**src/rtl/esfa_cell_controller.sv**
```systemverilog
// Initiator for the ESFA cell broadcast bus: one host op at a time, broadcast to all cells,
// reduce per-cell replies to lowest-handle hit + popcount; sequences the two-step ALLOC_WRITE.
module esfa_cell_controller #(
    parameter int unsigned NUM_CELLS = 8,
    parameter int unsigned W         = 8
) (
    input  logic                              clk,
    input  logic                              reset,
    input  logic                              req_valid,
    output logic                              req_ready,
    input  logic [3:0]                        req_op,
    input  logic [W-1:0]                      req_index,
    input  logic [W-1:0]                      req_value,
    input  logic [W-1:0]                      req_meta,
    input  logic                              req_is_meta,
    output logic [7:0]                        cell_selector,
    output logic [W-1:0]                      cell_index,
    output logic [W-1:0]                      cell_value,
    output logic [W-1:0]                      cell_meta,
    output logic                              cell_is_meta,
    input  logic [NUM_CELLS-1:0]              cell_bool,
    input  logic [NUM_CELLS*W-1:0]            cell_result,
    input  logic [NUM_CELLS*W-1:0]            cell_context,
    output logic                              rsp_valid,
    input  logic                              rsp_ready,
    output logic                              rsp_hit,
    output logic [W-1:0]                      rsp_handle,
    output logic [W-1:0]                      rsp_value,
    output logic [W-1:0]                      rsp_context,
    output logic [$clog2(NUM_CELLS+1)-1:0]    rsp_count,
    output logic                              rsp_err
);

    localparam int unsigned HW    = (NUM_CELLS > 1) ? $clog2(NUM_CELLS) : 1;
    localparam int unsigned CNT_W = $clog2(NUM_CELLS + 1);

    localparam logic [7:0] SEL_IDLE      = 8'hFF;
    localparam logic [7:0] SEL_WRITE     = 8'h00;
    localparam logic [7:0] SEL_FIND_FREE = 8'h05;
    localparam logic [3:0] OP_ALLOC      = 4'd8;

    typedef enum logic [2:0] {
        S_IDLE,
        S_DRIVE,
        S_SAMPLE,
        S_DRIVE2,
        S_SAMPLE2,
        S_RESP
    } state_t;

    state_t state;
    logic   is_alloc;

    logic             enc_hit;
    logic [HW-1:0]    enc_handle;
    logic [W-1:0]     enc_value;
    logic [W-1:0]     enc_context;
    logic [CNT_W-1:0] enc_count;

    logic             sel_bool;
    logic [W-1:0]     sel_result;
    logic [W-1:0]     sel_context;

    // Lowest set bit wins: scan from the top so lower handles overwrite.
    always_comb begin
        enc_hit     = 1'b0;
        enc_handle  = '0;
        enc_value   = '0;
        enc_context = '0;
        enc_count   = '0;
        for (int i = int'(NUM_CELLS) - 1; i >= 0; i--) begin
            if (cell_bool[i]) begin
                enc_hit     = 1'b1;
                enc_handle  = HW'(i);
                enc_value   = cell_result[i*W +: W];
                enc_context = cell_context[i*W +: W];
            end
            enc_count = enc_count + CNT_W'(cell_bool[i]);
        end
    end

    // Reply of the cell just written by ALLOC_WRITE (its handle is held in rsp_handle).
    always_comb begin
        sel_bool    = 1'b0;
        sel_result  = '0;
        sel_context = '0;
        for (int i = 0; i < int'(NUM_CELLS); i++) begin
            if (rsp_handle == W'(i)) begin
                sel_bool    = cell_bool[i];
                sel_result  = cell_result[i*W +: W];
                sel_context = cell_context[i*W +: W];
            end
        end
    end

    always_ff @(posedge clk) begin
        if (!reset) begin
            state         <= S_IDLE;
            is_alloc      <= 1'b0;
            req_ready     <= 1'b1;
            cell_selector <= SEL_IDLE;
            cell_index    <= '0;
            cell_value    <= '0;
            cell_meta     <= '0;
            cell_is_meta  <= 1'b0;
            rsp_valid     <= 1'b0;
            rsp_hit       <= 1'b0;
            rsp_handle    <= '0;
            rsp_value     <= '0;
            rsp_context   <= '0;
            rsp_count     <= '0;
            rsp_err       <= 1'b0;
        end else begin
            case (state)
                S_IDLE: begin
                    if (req_valid) begin
                        req_ready <= 1'b0;
                        if (req_op > OP_ALLOC) begin
                            // Illegal opcode: answer immediately, bus untouched.
                            state       <= S_RESP;
                            rsp_valid   <= 1'b1;
                            rsp_err     <= 1'b1;
                            rsp_hit     <= 1'b0;
                            rsp_handle  <= '0;
                            rsp_value   <= '0;
                            rsp_context <= '0;
                            rsp_count   <= '0;
                        end else begin
                            state         <= S_DRIVE;
                            is_alloc      <= (req_op == OP_ALLOC);
                            cell_selector <= (req_op == OP_ALLOC) ? SEL_FIND_FREE : 8'(req_op);
                            cell_index    <= req_index;
                            cell_value    <= req_value;
                            cell_meta     <= req_meta;
                            cell_is_meta  <= req_is_meta;
                        end
                    end
                end
                S_DRIVE: begin
                    cell_selector <= SEL_IDLE;
                    state         <= S_SAMPLE;
                end
                S_SAMPLE: begin
                    rsp_err <= 1'b0;
                    if (is_alloc && enc_hit) begin
                        // Free cell found: write it, tagging metadata with its handle.
                        state         <= S_DRIVE2;
                        rsp_handle    <= W'(enc_handle);
                        cell_selector <= SEL_WRITE;
                        cell_meta     <= W'(enc_handle);
                        cell_is_meta  <= 1'b1;
                    end else begin
                        state       <= S_RESP;
                        rsp_valid   <= 1'b1;
                        rsp_hit     <= enc_hit;
                        rsp_handle  <= W'(enc_handle);
                        rsp_value   <= enc_value;
                        rsp_context <= enc_context;
                        rsp_count   <= enc_count;
                    end
                end
                S_DRIVE2: begin
                    cell_selector <= SEL_IDLE;
                    state         <= S_SAMPLE2;
                end
                S_SAMPLE2: begin
                    state       <= S_RESP;
                    rsp_valid   <= 1'b1;
                    rsp_hit     <= sel_bool;
                    rsp_value   <= sel_result;
                    rsp_context <= sel_context;
                    rsp_count   <= enc_count;
                end
                S_RESP: begin
                    if (rsp_ready) begin
                        state        <= S_IDLE;
                        rsp_valid    <= 1'b0;
                        req_ready    <= 1'b1;
                        cell_index   <= '0;
                        cell_value   <= '0;
                        cell_meta    <= '0;
                        cell_is_meta <= 1'b0;
                    end
                end
                default: begin
                    state         <= S_IDLE;
                    req_ready     <= 1'b1;
                    cell_selector <= SEL_IDLE;
                    rsp_valid     <= 1'b0;
                end
            endcase
        end
    end

endmodule
```
**config.mk**
```make
export PLATFORM = sky130hd
export DESIGN_NAME = esfa_cell_controller
export DESIGN_NICKNAME = d
export VERILOG_FILES = /design/src/rtl/esfa_cell_controller.sv
export SDC_FILE = /design/constraint.sdc
export NUM_CORES = 1
export LEC_CHECK = 0
export CAP_MARGIN = 20
export CORE_MARGIN = 5
export CORE_UTILIZATION = 42
export CTS_BUF_LIST = sky130_fd_sc_hd__clkbuf_4 sky130_fd_sc_hd__clkbuf_8 sky130_fd_sc_hd__clkbuf_16
export CTS_CLUSTER_DIAMETER = 60
export DETAILED_ROUTE_END_ITERATION = 16
export GPL_TIMING_DRIVEN = 0
export PLACE_DENSITY = 0.81
export SYNTH_ARGS = -nofsm -noshare
export SYNTH_HDL_FRONTEND = slang
export SYNTH_SLANG_ARGS = --single-unit
```
**constraint.sdc**
```tcl
create_clock -name clk -period 4 [get_ports clk]
set_input_delay 0.4 -clock clk [delete_from_list [all_inputs] [get_ports clk]]
set_output_delay 0.4 -clock clk [all_outputs]
set_load 0.02 [all_outputs]
```
==> results of run 1 <==
[per-layer routing]
layer | GRT usage [%] | routed length, um | part of all wire [%]
met3 | 8.07 | 2700 | 11
met1 | 38.3 | 8660 | 36
met4 | 15.1 | 1060 | 4.5
met5 | 0 | 0 | 0
met2 | 53.9 | 11300 | 48
[per-stage QoR]
step           hold WS, ns  cells  worst slack [ns]
3_5_place_dp         0.443    976             0.205
2_1_floorplan        0.497    605              1.07
4_1_cts              0.452    992             0.560
5_1_grt              0.474    992             0.369
6_report             0.451    992             0.536
3_3_place_gp         0.435    976             0.242
[cell families after synthesis]
family | count (synthesis)
compound gates | 275
simple gates | 134
buf+inv | 87
flops | 61
mux | 35
fa+ha+maj | 7
other cells | 1
xor+xnor | 1
[layout by cell type, fill, tap and decap left out, types with 11 or more instances in the layout]
cell type	instances
a221oi_1	16
clkdlybuf4s50_1	228
inv_1	20
a21oi_1	75
nand2_1	32
nor2_1	25
a22oi_1	16
mux4_2	15
o211ai_1	12
a2bb2oi_1	11
dfxtp_1	61
o311ai_0	13
mux2_2	15
o221ai_1	24
buf_4	12
clkbuf_1	32
o22ai_1	18
buf_2	16
nand3_1	25
o21ai_0	37
a31oi_1	19
[state kept, by name, summed over array words and instances, names as in the netlist, 3 cells and up]
register and count:
rsp_context 8, rsp_handle 3, cell_meta 8, rsp_value 8, rsp_count 4, cell_value 8, cell_index 8, state 3
cell_selector 5
[layout make-up]
cell class	count	area (sq um)
clock inverter	7	75.1
inverter	22	82.6
multi-input combinational	457	3270
timing repair buffer	228	2280
sequential	61	1220
clock buffer	9	225
buffer	65	324
fill	957	3760
tap	143	179
[path summary, 6_finish.rpt]
kind | start | to | slack (ns)
hold reg to reg | cell_selector[3] | cell_selector[3] | 0.45
setup reg to reg | rsp_handle[0] | rsp_value[7] | 1.56
setup / recovery | cell_bool[5] | rsp_count[2] | 0.54
hold / removal | cell_selector[3] | cell_selector[3] | 0.45
[worst reg2reg max path: stages (launching register included)]
cell and delay (ns):
dfxtp_1 0.35, buf_4 0.23, buf_4 0.26, nand3_1 0.27, clkbuf_1 0.36, o221ai_1 0.32, a21oi_1 0.07, a31oi_1 0.35
a21oi_1 0.13
[power by group]
group,switching (mW),internal [mW]
registers,0.0467,0.676
logic,0.488,0.451
clock network,0.309,0.484
==> impl_metrics.env, run 1 <==
export IMPL_finalMaxSlewViolations=0
export IMPL_slew_headroom_pct=44.2
export IMPL_finalCritPeriodShare_pct=86.6
export IMPL_cts_root_buf="clkbuf_16"
export IMPL_endpoint_kind="flop"
export IMPL_dpl_instance_area_sq_um=7360
export IMPL_grt_overflow=0
export IMPL_htreeDepth=3
export IMPL_numCtsBuffers=9
export IMPL_max_freq_mhz=289
export IMPL_grt_pass1_vias=6610
export IMPL_routed_wirelength_um=23700
export IMPL_yosysMostFrequentCell="a21oi_1"
export IMPL_synth_top_area_share_pct=25.0
export IMPL_synth_area_sq_um=4880
export IMPL_io_pins=234
export IMPL_cp_arrival_ns=3.72
export IMPL_whs_path_depth=1
export IMPL_vias=6550
export IMPL_crit_buf_inv=5
export IMPL_worstPathRequired_ns=4.26
export IMPL_crit_chain="clkdlybuf4s50_1 -> clkinv_1 -> clkbuf_1 -> fa_1 -> fa_1 -> inv_1 -> ha_1 -> inv_1 -> fa_1 -> xnor2_1 -> nand3_1 -> a21oi_1"
export IMPL_fin_area_sq_um=7660
export IMPL_first_iter_violations=729
export IMPL_setup_tns_ns=0
export IMPL_chipHeight_um=118
export IMPL_critPathTopFamily="adder cells"
export IMPL_grt_pass1_wl_um=36100
export IMPL_vias_per_cell=6.60
export IMPL_rows=39
export IMPL_ys_ff_latch=61
export IMPL_min_period_ns=3.46
export IMPL_synthXorXnorAreaFrac_pct=0.179
export IMPL_nNetsFinal=1020
export IMPL_leakagePower_nw=2.67
export IMPL_ys_seq_area_share_pct=25.0
export IMPL_synthMuxAreaShare_pct=11.4
export IMPL_drv_cap=0
export IMPL_syn_inst=601
export IMPL_cts_resized=0
export IMPL_clk_latency_ns=0.33
export IMPL_ys_top_cells_by_area="dfxtp_1, a21oi_1, mux4_2, o221ai_1, o21ai_0"
export IMPL_status="finished clean"
export IMPL_hold_violations=0
export IMPL_ys_flop_type="dfxtp_1"
export IMPL_dp_hpwl_um=18300
export IMPL_synth_edf_count=0
export IMPL_path_class="input pin to flop"
export IMPL_cp_max_fo=10
export IMPL_clk_path_buf_depth=2
export IMPL_cts_sinks=61
export IMPL_initial_utilization_pct=42.7
export IMPL_core_area_sq_um=11400
export IMPL_place_gp_congestion=0.956
export IMPL_cellPowerDensity_nw_per_um2=321
export IMPL_dieArea_sq_um=13900
export IMPL_tightest_slew_ns=0.834
export IMPL_drive_above_1_share_pct=10.6
export IMPL_cts_tree="done"
export IMPL_power_mw=2.45
export IMPL_cp_common_cell="fa_1"
export IMPL_fin_util_pct=67.1
export IMPL_synthSimpleGateAreaFrac_pct=14.6
export IMPL_first_pass_iters=8
export IMPL_ys_warn_count=0
export IMPL_hp_class="flop to flop"
export IMPL_setup_viol=0
export IMPL_synthAdderAreaFrac_pct=2.41
export IMPL_clk_pin_slew_worst_paths_ns=0.06
export IMPL_slowest_stage="fa_1"
export IMPL_grt_max_degree=13
export IMPL_synth_top_area_cell="dfxtp_1"
export IMPL_rsz0062_at_grt="false"
export IMPL_syn_to_final_growth_pct=56.9
export IMPL_antenna_found_initial=0
export IMPL_synth_compound_area_share_pct=38.0
export IMPL_slowest_delay_ns=0.64
export IMPL_ir_drop_mv=0.227
export IMPL_die_w_um=118
export IMPL_wl_per_cell_um=23.9
export IMPL_synth_cell_types=66
export IMPL_finClkSkew_ns=0.00759
export IMPL_crit_cells=12
export IMPL_grt_usage_pct=32.1
export IMPL_startpoint_type="input pin"
export IMPL_n_antenna_cell=0
export IMPL_hold_buffers=0
export IMPL_synth_top_cells_by_count="a21oi_1, dfxtp_1, o21ai_0"
export IMPL_portBuffers=228
export IMPL_syn_avg_cell_area_sq_um=8.12
export IMPL_drt_antenna_violating_nets=0
export IMPL_r2r_cells=8
export IMPL_synth_top_family_by_area="compound AO/OA/AOI/OAI gates"
export IMPL_async_flop_share_pct=0
export IMPL_post_cts_buffers=0
export IMPL_drcViolationCount=0
Power figures use the tool's default switching activity.
==> run 2, diff against run 1 <==
--- a/config.mk
+++ b/config.mk
@@ -6,13 +6,15 @@
 export NUM_CORES = 1
 export LEC_CHECK = 0
 export CAP_MARGIN = 20
+export CELL_PAD_IN_SITES_DETAIL_PLACEMENT = 0
+export CELL_PAD_IN_SITES_GLOBAL_PLACEMENT = 1
 export CORE_MARGIN = 5
-export CORE_UTILIZATION = 42
+export CORE_UTILIZATION = 29
 export CTS_BUF_LIST = sky130_fd_sc_hd__clkbuf_4 sky130_fd_sc_hd__clkbuf_8 sky130_fd_sc_hd__clkbuf_16
 export CTS_CLUSTER_DIAMETER = 60
 export DETAILED_ROUTE_END_ITERATION = 16
 export GPL_TIMING_DRIVEN = 0
-export PLACE_DENSITY = 0.81
+export PLACE_DENSITY = 0.8
 export SYNTH_ARGS = -nofsm -noshare
 export SYNTH_HDL_FRONTEND = slang
 export SYNTH_SLANG_ARGS = --single-unit
==> run 2 against run 1 <==
  * Via count down 4.9%
  * Sequential share of layout area fell by 0.24 points
  * Cell area rose by 1.5%
  * First-iteration DRC count fell by 20%
  * Critical path type unchanged
==> impl_metrics.env, run 2 (synthesized netlist as in run 1, its figures left out) <==
export IMPL_grt_usage_pct=23.7
export IMPL_antenna_found_initial=0
export IMPL_drcViolationCount=0
export IMPL_dieArea_sq_um=19500
export IMPL_cellPowerDensity_nw_per_um2=320
export IMPL_core_area_sq_um=16500
export IMPL_status="finished clean"
export IMPL_power_frac_clock_pct=33.6
export IMPL_drt_antenna_violating_nets=0
export IMPL_initial_utilization_pct=29.5
export IMPL_leakagePower_nw=2.69
export IMPL_portBuffers=228
export IMPL_dp_hpwl_um=18800
export IMPL_nNetsFinal=1020
export IMPL_path_class="input pin to flop"
export IMPL_hold_violations=0
export IMPL_hp_class="flop to flop"
export IMPL_grt_pass1_wl_um=36700
export IMPL_endpoint_kind="flop"
export IMPL_worstPathRequired_ns=4.26
export IMPL_cts_tree="done"
export IMPL_chipHeight_um=140
export IMPL_syn_to_final_growth_pct=59.3
export IMPL_n_antenna_cell=0
export IMPL_rsz0062_at_grt="false"
export IMPL_layout_common_cells="clkdlybuf4s50_1, a21oi_1, dfxtp_1"
export IMPL_place_gp_congestion=0.933
export IMPL_setup_viol=0
export IMPL_max_freq_mhz=289
export IMPL_grt_overflow=0
export IMPL_fin_util_pct=47.0
export IMPL_power_frac_comb_pct=37.6
export IMPL_first_pass_iters=7
export IMPL_intPower_mw=1.66
export IMPL_cts_resized=0
export IMPL_cp_arrival_ns=3.72
export IMPL_drive_above_1_share_pct=10.6
export IMPL_cts_sinks=61
export IMPL_die_w_um=140
export IMPL_hold_buffers=0
export IMPL_finClkSkew_ns=0.00718
export IMPL_routed_wirelength_um=24000
export IMPL_whs_path_depth=2
export IMPL_grt_max_degree=12
export IMPL_clk_latency_ns=0.33
export IMPL_r2r_cells=8
export IMPL_ir_drop_mv=0.267
export IMPL_tightest_slew_ns=0.818
export IMPL_vias=6228
export IMPL_seq_power_share_pct=28.8
export IMPL_finalMaxSlewViolations=0
export IMPL_finalCritPeriodShare_pct=86.5
export IMPL_wl_per_cell_um=22.5
export IMPL_final_common_cell="clkdlybuf4s50_1"
export IMPL_startpoint_type="input pin"
export IMPL_clk_pin_slew_worst_paths_ns=0.05
export IMPL_first_iter_violations=584
export IMPL_vias_per_cell=5.83
export IMPL_numCtsBuffers=9
export IMPL_cp_max_fo=10
export IMPL_swShare_pct=33.2
export IMPL_post_cts_buffers=0
export IMPL_setup_tns_ns=0
export IMPL_min_period_ns=3.46
export IMPL_drv_cap=0
export IMPL_htreeDepth=3
export IMPL_clk_path_buf_depth=2
export IMPL_io_pins=234
export IMPL_rows=47
export IMPL_power_switching_mw=0.825
export IMPL_slew_headroom_pct=45.2
export IMPL_grt_pass1_vias=6529
export IMPL_cts_root_buf="clkbuf_16"
-- run 2: worst paths after layout --
kind                     to     startpoint  slack [ns]
max            rsp_count[2]   cell_bool[5]        0.54
min           cell_value[1]  cell_value[1]        0.45
max reg2reg  rsp_context[4]  rsp_handle[0]        1.57
min reg2reg   cell_value[1]  cell_value[1]        0.45
-- run 2: power groups by stage --
stage | Sequential [mW] | Clock [mW] | Combinational, mW
floorplan | 0.801 | 0 | 0.379
global placement | 0.727 | 0 | 0.922
detailed placement | 0.727 | 0 | 0.925
CTS | 0.716 | 0.845 | 0.929
global route | 0.726 | 0.877 | 1.00
finish | 0.717 | 0.836 | 0.934
-- run 2: layout make-up --
cell class | count | area (sq um)
fillers | 1644 | 8750
flip-flops and latches | 61 | 1220
clock inverters | 4 | 55.1
well taps | 220 | 275
inverters | 22 | 82.6
clock buffers | 12 | 267
repair buffers | 228 | 2280
plain buffers | 65 | 324
multi-input cells | 457 | 3270
-- run 2: worst max-delay path, stage by stage --
cell	delay (ns)
clkdlybuf4s50_1	0.52
clkinv_1	0.28
clkbuf_1	0.38
fa_1	0.63
fa_1	0.42
inv_1	0.07
ha_1	0.16
inv_1	0.06
fa_1	0.43
xnor2_1	0.14
nand3_1	0.09
a21oi_1	0.13
-- run 2: layer usage --
layer  routed length [um]  up-vias  track usage, %
met3                 2640       61            7.79
li1                     -     2865               -
met1                 9450     2888            29.1
met4                  813        0            8.72
met5                    0        -               0
met2                11100      414            38.6
-- run 2: stage by stage --
| stage | setup slack (ns) | total power [mW] | area (sq um) | std cells | hold slack (ns) |
|---|---|---|---|---|---|
| floorplan | 1.07 | 1.18 | 4890 | 605 | 0.497 |
| global placement | 0.265 | 1.65 | 7450 | 1053 | 0.438 |
| detailed placement | 0.217 | 1.65 | 7450 | 1053 | 0.442 |
| finish | 0.541 | 2.49 | 7770 | 1069 | 0.449 |
| global route | 0.376 | 2.61 | 7770 | 1069 | 0.470 |
| CTS | 0.563 | 2.49 | 7770 | 1069 | 0.450 |
